<file path="config.mk">
export PLATFORM = sky130hd
export DESIGN_NAME = uart_stream_tx
export DESIGN_NICKNAME = d
export VERILOG_FILES = /design/src/rtl/stream_tx_pkg.sv /design/src/rtl/stream_tx_serializer.sv /design/src/rtl/uart_stream_tx.sv
export SDC_FILE = /design/constraint.sdc
export NUM_CORES = 1
export LEC_CHECK = 0
export BUFFER_PORTS_ARGS = -buffer_cell sky130_fd_sc_hd__buf_2
export CAP_MARGIN = 20
export CORE_UTILIZATION = 55
export CTS_BUF_LIST = sky130_fd_sc_hd__clkbuf_2
export DETAILED_ROUTE_END_ITERATION = 8
export GPL_TIMING_DRIVEN = 1
export PLACE_DENSITY = 0.73
export SYNTH_ARGS = -nofsm -noshare
export SYNTH_HDL_FRONTEND = slang
export SYNTH_SLANG_ARGS = --single-unit
</file>
<file path="constraint.sdc">
create_clock -name Clock -period 6.2 [get_ports Clock]
set_clock_uncertainty 0.05 [all_clocks]
set_input_delay 1.24 -clock Clock [delete_from_list [all_inputs] [get_ports Clock]]
set_output_delay 1.24 -clock Clock [all_outputs]
set_load 0.05 [all_outputs]
</file>
<file path="src/rtl/stream_tx_pkg.sv">
// stream_tx_pkg: sequencer states, 8N1 frame constants and bit-period helper for uart_stream_tx.
package stream_tx_pkg;
  typedef enum logic [2:0] {IDLE, LOAD, START, DATA, STOP} state_t;
  localparam int DATA_BITS = 8;
  localparam int STOP_BITS = 1;
  localparam int FRAME_BITS = 1 + DATA_BITS + STOP_BITS;
  function automatic int bit_period(input int clock_hz, input int baud);
    return (clock_hz + baud / 2) / baud;
  endfunction
endpackage

</file>
<file path="src/rtl/stream_tx_serializer.sv">
// stream_tx_serializer: shifts one start/data/stop frame out, P clocks per bit.
module stream_tx_serializer
  import stream_tx_pkg::*;
#(
  parameter int P = 87
) (
  input  logic                 Clock,
  input  logic                 Reset,
  input  logic                 Load,
  input  logic                 Enable,
  input  logic [DATA_BITS-1:0] Data,
  output logic                 Tx,
  output logic                 BitEnd,
  output logic                 FrameEnd
);
  localparam int BW = $clog2(P);
  localparam int CW = $clog2(FRAME_BITS);
  logic [BW-1:0] baud_cnt;
  logic [CW-1:0] bit_cnt;
  logic [FRAME_BITS-1:0] shift;
  assign BitEnd = Enable && baud_cnt == BW'(P - 1);
  assign FrameEnd = BitEnd && bit_cnt == CW'(FRAME_BITS - 1);
  assign Tx = shift[0];
  // Load wins over counting so the next frame follows the stop bit with no gap.
  always_ff @(posedge Clock or posedge Reset)
    if (Reset) begin
      baud_cnt <= '0;
      bit_cnt <= '0;
      shift <= '1;
    end else if (Load) begin
      baud_cnt <= '0;
      bit_cnt <= '0;
      shift <= {{STOP_BITS{1'b1}}, Data, 1'b0};
    end else if (Enable) begin
      baud_cnt <= BitEnd ? '0 : baud_cnt + 1'b1;
      if (BitEnd) begin
        bit_cnt <= bit_cnt + 1'b1;
        shift <= {1'b1, shift[FRAME_BITS-1:1]};
      end
    end else begin
      baud_cnt <= '0;
      bit_cnt <= '0;
    end
endmodule

</file>
<file path="src/rtl/uart_stream_tx.sv">
// uart_stream_tx: buffered back-to-back 8N1 burst transmitter.
// Define STREAM_TX_LOOP_EN to repeat the burst until Stop_i is seen.
module uart_stream_tx
  import stream_tx_pkg::*;
#(
  parameter int CLOCK_HZ = 10_000_000,
  parameter int BAUD = 115200,
  parameter int DEPTH = 8,
  localparam int AW = $clog2(DEPTH)
) (
  input  logic                 Clock,
  input  logic                 Reset,
  input  logic                 Wr_i,
  input  logic [AW-1:0]        WrAddr_i,
  input  logic [DATA_BITS-1:0] WrData_i,
  input  logic [AW:0]          Length_i,
  input  logic                 Start_i,
`ifdef STREAM_TX_LOOP_EN
  input  logic                 Stop_i,
`endif
  output logic                 Busy_o,
  output logic                 Done_o,
  output logic [AW-1:0]        Pointer_o,
  output logic                 Tx_o
);
  localparam int P = bit_period(CLOCK_HZ, BAUD);
  localparam int DW = $clog2(DATA_BITS);
  state_t state, state_nx;
  logic [DATA_BITS-1:0] mem [DEPTH];
  logic [AW-1:0] pointer, last_idx, len_last, next_ptr, rd_addr;
  logic [DW-1:0] dcnt;
  logic load, enable, bit_end, frame_end, ser_tx, last, finish, done_q;
  assign last = pointer == last_idx;
  assign next_ptr = last ? '0 : pointer + 1'b1;
  assign len_last = (Length_i == '0 || Length_i > (AW+1)'(DEPTH)) ? AW'(DEPTH - 1) : AW'(Length_i - 1'b1);
  assign Pointer_o = pointer;
  assign Done_o = done_q;
`ifdef STREAM_TX_LOOP_EN
  logic stop_pend;
  always_ff @(posedge Clock or posedge Reset)
    if (Reset) stop_pend <= 1'b0;
    else stop_pend <= (state != IDLE) && (stop_pend || Stop_i);
  assign finish = last && (stop_pend || Stop_i);
`else
  assign finish = last;
`endif
  always_ff @(posedge Clock)
    if (Wr_i) mem[WrAddr_i] <= WrData_i;
  always_ff @(posedge Clock or posedge Reset)
    if (Reset) state <= IDLE;
    else state <= state_nx;
  always_comb begin
    state_nx = state;
    case (state)
      IDLE:    state_nx = Start_i ? LOAD : IDLE;
      LOAD:    state_nx = START;
      START:   state_nx = bit_end ? DATA : START;
      DATA:    state_nx = (bit_end && dcnt == DW'(DATA_BITS - 1)) ? STOP : DATA;
      STOP:    state_nx = frame_end ? (finish ? IDLE : START) : STOP;
      default: state_nx = IDLE;
    endcase
  end
  // During STOP the read address already points at the next byte, so the reload edge prefetches it.
  always_comb begin
    Busy_o = state != IDLE;
    enable = state == START || state == DATA || state == STOP;
    load = state == LOAD || (state == STOP && frame_end && !finish);
    rd_addr = state == STOP ? next_ptr : pointer;
    Tx_o = enable ? ser_tx : 1'b1;
  end
  always_ff @(posedge Clock or posedge Reset)
    if (Reset) begin
      pointer <= '0;
      last_idx <= '0;
      dcnt <= '0;
      done_q <= 1'b0;
    end else begin
      done_q <= state == STOP && frame_end && finish;
      dcnt <= state == DATA ? dcnt + DW'(bit_end) : '0;
      if (state == IDLE && Start_i) begin
        pointer <= '0;
        last_idx <= len_last;
      end else if (state == STOP && frame_end && !finish) pointer <= next_ptr;
    end
  stream_tx_serializer #(.P(P)) u_ser (
    .Clock    (Clock),
    .Reset    (Reset),
    .Load     (load),
    .Enable   (enable),
    .Data     (mem[rd_addr]),
    .Tx       (ser_tx),
    .BitEnd   (bit_end),
    .FrameEnd (frame_end)
  );
endmodule

</file>
# --- Yosys cells after proc, flatten, opt, wreduce, memory -nomap -nowiden ---
# Memories as Yosys holds them, arrays and structs flattened.
# Index checks and enable logic that the tools add are counted.
# W data, S select, Z words.
word_totals:
  elab_cells: 67
  inputBits: 19
  ram_bits: 64
  reg_bits: 34
  out_inout_bits: 6
  memories: 1
mem_list:
  columns: ["memory", "words", "width", "read_ports", "rd_ports_with_merged_regs", "wr", "line", "source"]
  rows:
  - ["mem", 8, 8, 1, 0, 1, "uart_stream_tx.sv:29", "logic [DATA_BITS-1:0] mem [DEPTH];"]
op_classes:
  magnitude_cmp: 1
  addsub: 5
  n_reduce_logical: 19
  eq_ne: 9
  mux: 24
op_table:
  columns: ["op", "count"]
  rows:
  - ["$mux W10", 3]
  - ["$mux W3", 8]
  - ["$mux W7", 3]
  - ["$pmux W3 S5", 1]
  - ["$mux W4", 3]
  - ["$add A7 B1 Y7 const B", 1]
  - ["$eq A7 B7 Y1 const B", 1]
  - ["$logic_and A1 B1 Y1", 7]
  - ["$eq A3 B2 Y1 const B", 2]
  - ["$eq A3 B3 Y1 const B", 2]
  - ["$reduce_bool A2 Y1", 3]
  - ["$mux W1", 5]
  - ["$add A4 B1 Y4 const B", 1]
  - ["$eq A4 B4 Y1 const B", 1]
  - ["$gt A4 B4 Y1 const B", 1]
  - ["$logic_not A4 Y1", 1]
  - ["$logic_or A1 B1 Y1", 4]
  - ["$add A3 B1 Y3", 1]
  - ["$add A3 B1 Y3 const B", 1]
  - ["$eq A3 B1 Y1 const B", 1]
  - ["$eq A3 B3 Y1", 1]
  - ["$logic_not A3 Y1", 1]
  - ["$ne A3 B3 Y1 const B", 1]
  - ["$reduce_bool A3 Y1", 1]
  - ["4 further kinds", 4]

# --- Logic depth before layout (Yosys ltp) ---
logic_depth:
  word_depth: 10
  mapped_depth: 10
  depth_no_buf: 9

# --- Cells and area by module ---
# A second synthesis with hierarchy kept.
hier_totals:
  hier_cells: 528
  hier_area_um2: 5487.8
modules_own_cells:
  columns: ["module", "cells_per_inst", "area_per_inst_um2", "seq_area_each_um2", "n_inst"]
  rows:
  - ["uart_stream_tx", 414, 4435.5, 2247.2, 1]
  - ["stream_tx_serializer", 114, 1052.3, 511.7, 1]

# --- Worst setup path before layout ---
# OpenSTA, ideal clock, no wires.
synth_timing:
  path_type: "register to output"
  startpoint: "register state[2]"
  endpoint: "output Tx_o"
  path_buffers: 3
  t_arrival_ns: 1.708
  slack_ns: 3.202
  t_required_ns: 4.910
  path_stages_with_launch: 7
  cell_sequence: "dfrtp_1 buf_4 or3b_1 buf_2 clkbuf_1 o21ai_0 nand2b_1"
synth_between:
  elab_chain_len: 4
  word_cells_on_any_way: 6
  classes_between: "eq/ne (3); mux (1); reduce/logical (2)"
synth_lines:
  columns: ["element", "line", "source"]
  rows:
  - ["from (decl)", "uart_stream_tx.sv:28", "state_t state, state_nx;"]
  - ["from (signal assigned)", "uart_stream_tx.sv:51", "else state <= state_nx;"]
  - ["$eq A3 B2 Y1", "uart_stream_tx.sv:66", "enable = state == START || state == DATA || state == STOP;"]
  - ["$logic_or A1 B1 Y1", "uart_stream_tx.sv:66", null]
  - ["$logic_or A1 B1 Y1 (*)", "uart_stream_tx.sv:66", null]
  - ["$mux W1 (*)", "uart_stream_tx.sv:69", "Tx_o = enable ? ser_tx : 1'b1;"]
  - ["to (decl)", "uart_stream_tx.sv:24", "output logic Tx_o"]
# Every way passes the cells marked *; elsewhere a longest branch is shown, timed or not.

# --- Final worst setup path ---
# Ends and elaborated chain as after synthesis.

==> impl_metrics.toml <==
[worst_hold_path]
holdPathEnd = "u_ser.baud_cnt[0]"
hold_class = "reg2reg"
hold_depth = 1
hp-start = "u_ser.baud_cnt[0]"

[power_and_ir_drop]
power_frac_comb = 0.195
clock_power_share = 0.204
power_w = 0.00140
swShare = 0.318
p_per_area_nw_per_um2 = 273
power.share.sequential = 0.601
leakage_nw = 1.91
p_int_w = 0.000951
peakVddDrop_v = 0.000137
switching_power_w = 0.000444

[placement]
gp_congestion = 0.823
hpwl_mm = 6.68
place_inst = 509
placement.cell_area_um2 = 5000
portBuffers = 24

[yosys]
async_flop_share = 0.340
synth_area_leaders = "edfxtp_1 (40%), dfrtp_1 (12%), dfstp_2 (4.9%)"
ys_types = 58
yosysTopAreaCell = "edfxtp_1"
ys.flop_type = "edfxtp_1"
syn-instance-count = 394
synth_top_area_share = 0.399
ys_seq_area_frac = 0.573
synth_nets = 421
synth_most_common_cell = "edfxtp_1"
ys_seq_elements = 97
postSynthAreaPerCell_um2 = 12.2
synth_commonest_cells = "edfxtp_1 (64), nand2_1 (49), nor2_1 (31)"
syn_area_um2 = 4820
synth-edff-count = 64
yosysWarnings = 0

[outcome]
status = "completed"

[sta]
finalCritPeriodShare = 0.639
period_minus_slack_ns = 3.96
finalSetupTns_ns = 0
maxSlewHeadroom = 0.354
fmax_mhz = 253
hold_violations = 0
worstMarginPinSlew_ns = 0.968
finalSetupViolations = 0
maxSlewViolCount = 0
rsz0062_at_grt = "no"

[cells_and_area]
stdcell_count = 527
diodes = 0
synthToLayoutAreaGrowth_pct = 6.34
layout-drive-gt1-share = 0.204
final_nets = 444
finish.utilization = 0.614
final_area_um2 = 5120

[critical_path]
rr_startpoint = "state[2]"
crit_required_ns = 4.91
startpoint = "state[2]"
critPathLaunchType = "register"
cpLargestDelayFamily = "simple AND/OR/NAND/NOR gates"
path_buf_inv = 1
slowest_stage = "or3b_1"
cp.arrival_ns = 2.67
critical-path-max-stage-delay_ns = 0.84
cp_cell_sequence = "or3b_1, o21ai_0, nand2b_1, buf_2"
r2r_slack_ns = 3.32
crit_path_max_fanout = 27
crit_type = "reg2out"
r2r_cells = 5
cp-end-kind = "output port"
r2r_end = "u_ser.shift[8]"

[die]
die-area_um2 = 9130
dieWidth_um = 95.6
core_area_um2 = 8340
start_util = 0.577
die_height_um = 95.6
num_rows = 33
io_pins = 25

[global_route]
grt_pass1_wl_mm = 15.3
grt_overflow = 0
grt_pass1_vias = 3051
antenna_found_initial = 0
track_usage = 0.230
grt_max_degree = 45

[clock_tree]
post-cts-setup-buffer-count = 0
cts_max_path_buffers = 2
clk_pin_slew_worst_paths_ns = 0.26
cts.hold.buffers_added = 0
cts_buffers = 9
ctsHtreeMaxLevel = 3
post_cts_resized = 0
cts_tree = "built"
insertion_delay_ns = 0.54
cts-root-buf = "clkbuf_2"
cts_sinks = 97

[routing]
first_pass_iters = 4
viasPerCell = 5.99
wl_per_cell_um = 17.9
drt_iter0_drc = 215
drtAntennaViolNets = 0
wl_mm = 9.46
drc_errors = 0
dr_total_vias = 3159

[flow_run]
maxCapViolations = 0
==> area by class of cell <==
type	instances	area, um2
inverters	11	41.3
repair buffers	29	155
well taps	105	131
flip-flops and latches	97	2760
multi-input cells	269	1930
clock inverters	7	60.1
fillers	674	3220
clock buffers	9	45.0
==> cells by family (layout without fill, tap and decap cells) <==
family                   after synthesis  in the layout  share of synthesized area
AO/OA/AOI/OAI                         82             82                      0.134
XOR/XNOR                              18             18                     0.0366
adder cells (fa/ha/maj)                8              8                     0.0208
buffers and inverters                 28             56                     0.0265
flip-flops                            97             97                      0.573
multiplexers                          37             37                     0.0821
AND/OR/NAND/NOR                      124            124                      0.127
==> per-layer routing <==
metal / share of wire / track usage / wire length (um)
met1: 0.43 / 0.301 / 4080
met2: 0.49 / 0.378 / 4660
met3: 0.056 / 0.0423 / 528
met4: 0.020 / 0.0920 / 191
met5: 0 / 0 / 0
==> state kept, by name, summed over array words and instances, names as in the netlist <==
| name | cells |
|---|---|
| dcnt | 3 |
| last_idx | 3 |
| u_ser.shift | 9 |
| state | 3 |
| Pointer_o | 3 |
| u_ser.baud_cnt | 7 |
| mem | 64 |
| Done_o | 1 |
| u_ser.bit_cnt | 4 |
==> through the flow <==
step                setup slack [ns]  hold WS (ns)
global placement                2.94         0.410
CTS                             2.19         0.464
global route                    2.03         0.497
detailed placement              2.86         0.434
finish                          2.24         0.461
floorplan                       3.20         0.396
==> placed cells by master (no fill, tap or decap), drive strengths merged, types with 9 or more instances in the layout <==
master and instances:
edfxtp 64, dfstp 9, o21ai 12, nand3 12
nand2 49, dfrtp 24, mux2i 17, inv 15
xnor2 10, a21oi 11, mux2 20, buf 28
clkbuf 10, o211ai 15, nor2 33
==> worst max-delay path by stage <==
stage            to  slack, ns  cells past startpoint
2_1_floorplan  Tx_o       3.20                      6
3_3_place_gp   Tx_o       2.94                      4
3_5_place_dp   Tx_o       2.86                      4
4_1_cts        Tx_o       2.19                      4
5_1_grt        Tx_o       2.03                      4
6_report       Tx_o       2.24                      4
==> power by group through the flow <==
stage / sequential (W) / clock, W / combinational [W]
4_1_cts: 0.000839 / 0.000295 / 0.000273
5_1_grt: 0.000849 / 0.000314 / 0.000306
3_3_place_gp: 0.000849 / 0 / 0.000263
3_5_place_dp: 0.000853 / 0 / 0.000271
6_report: 0.000839 / 0.000285 / 0.000272
2_1_floorplan: 0.000842 / 0 / 0.000216
Note: power is estimated with default switching activity, not from simulation.
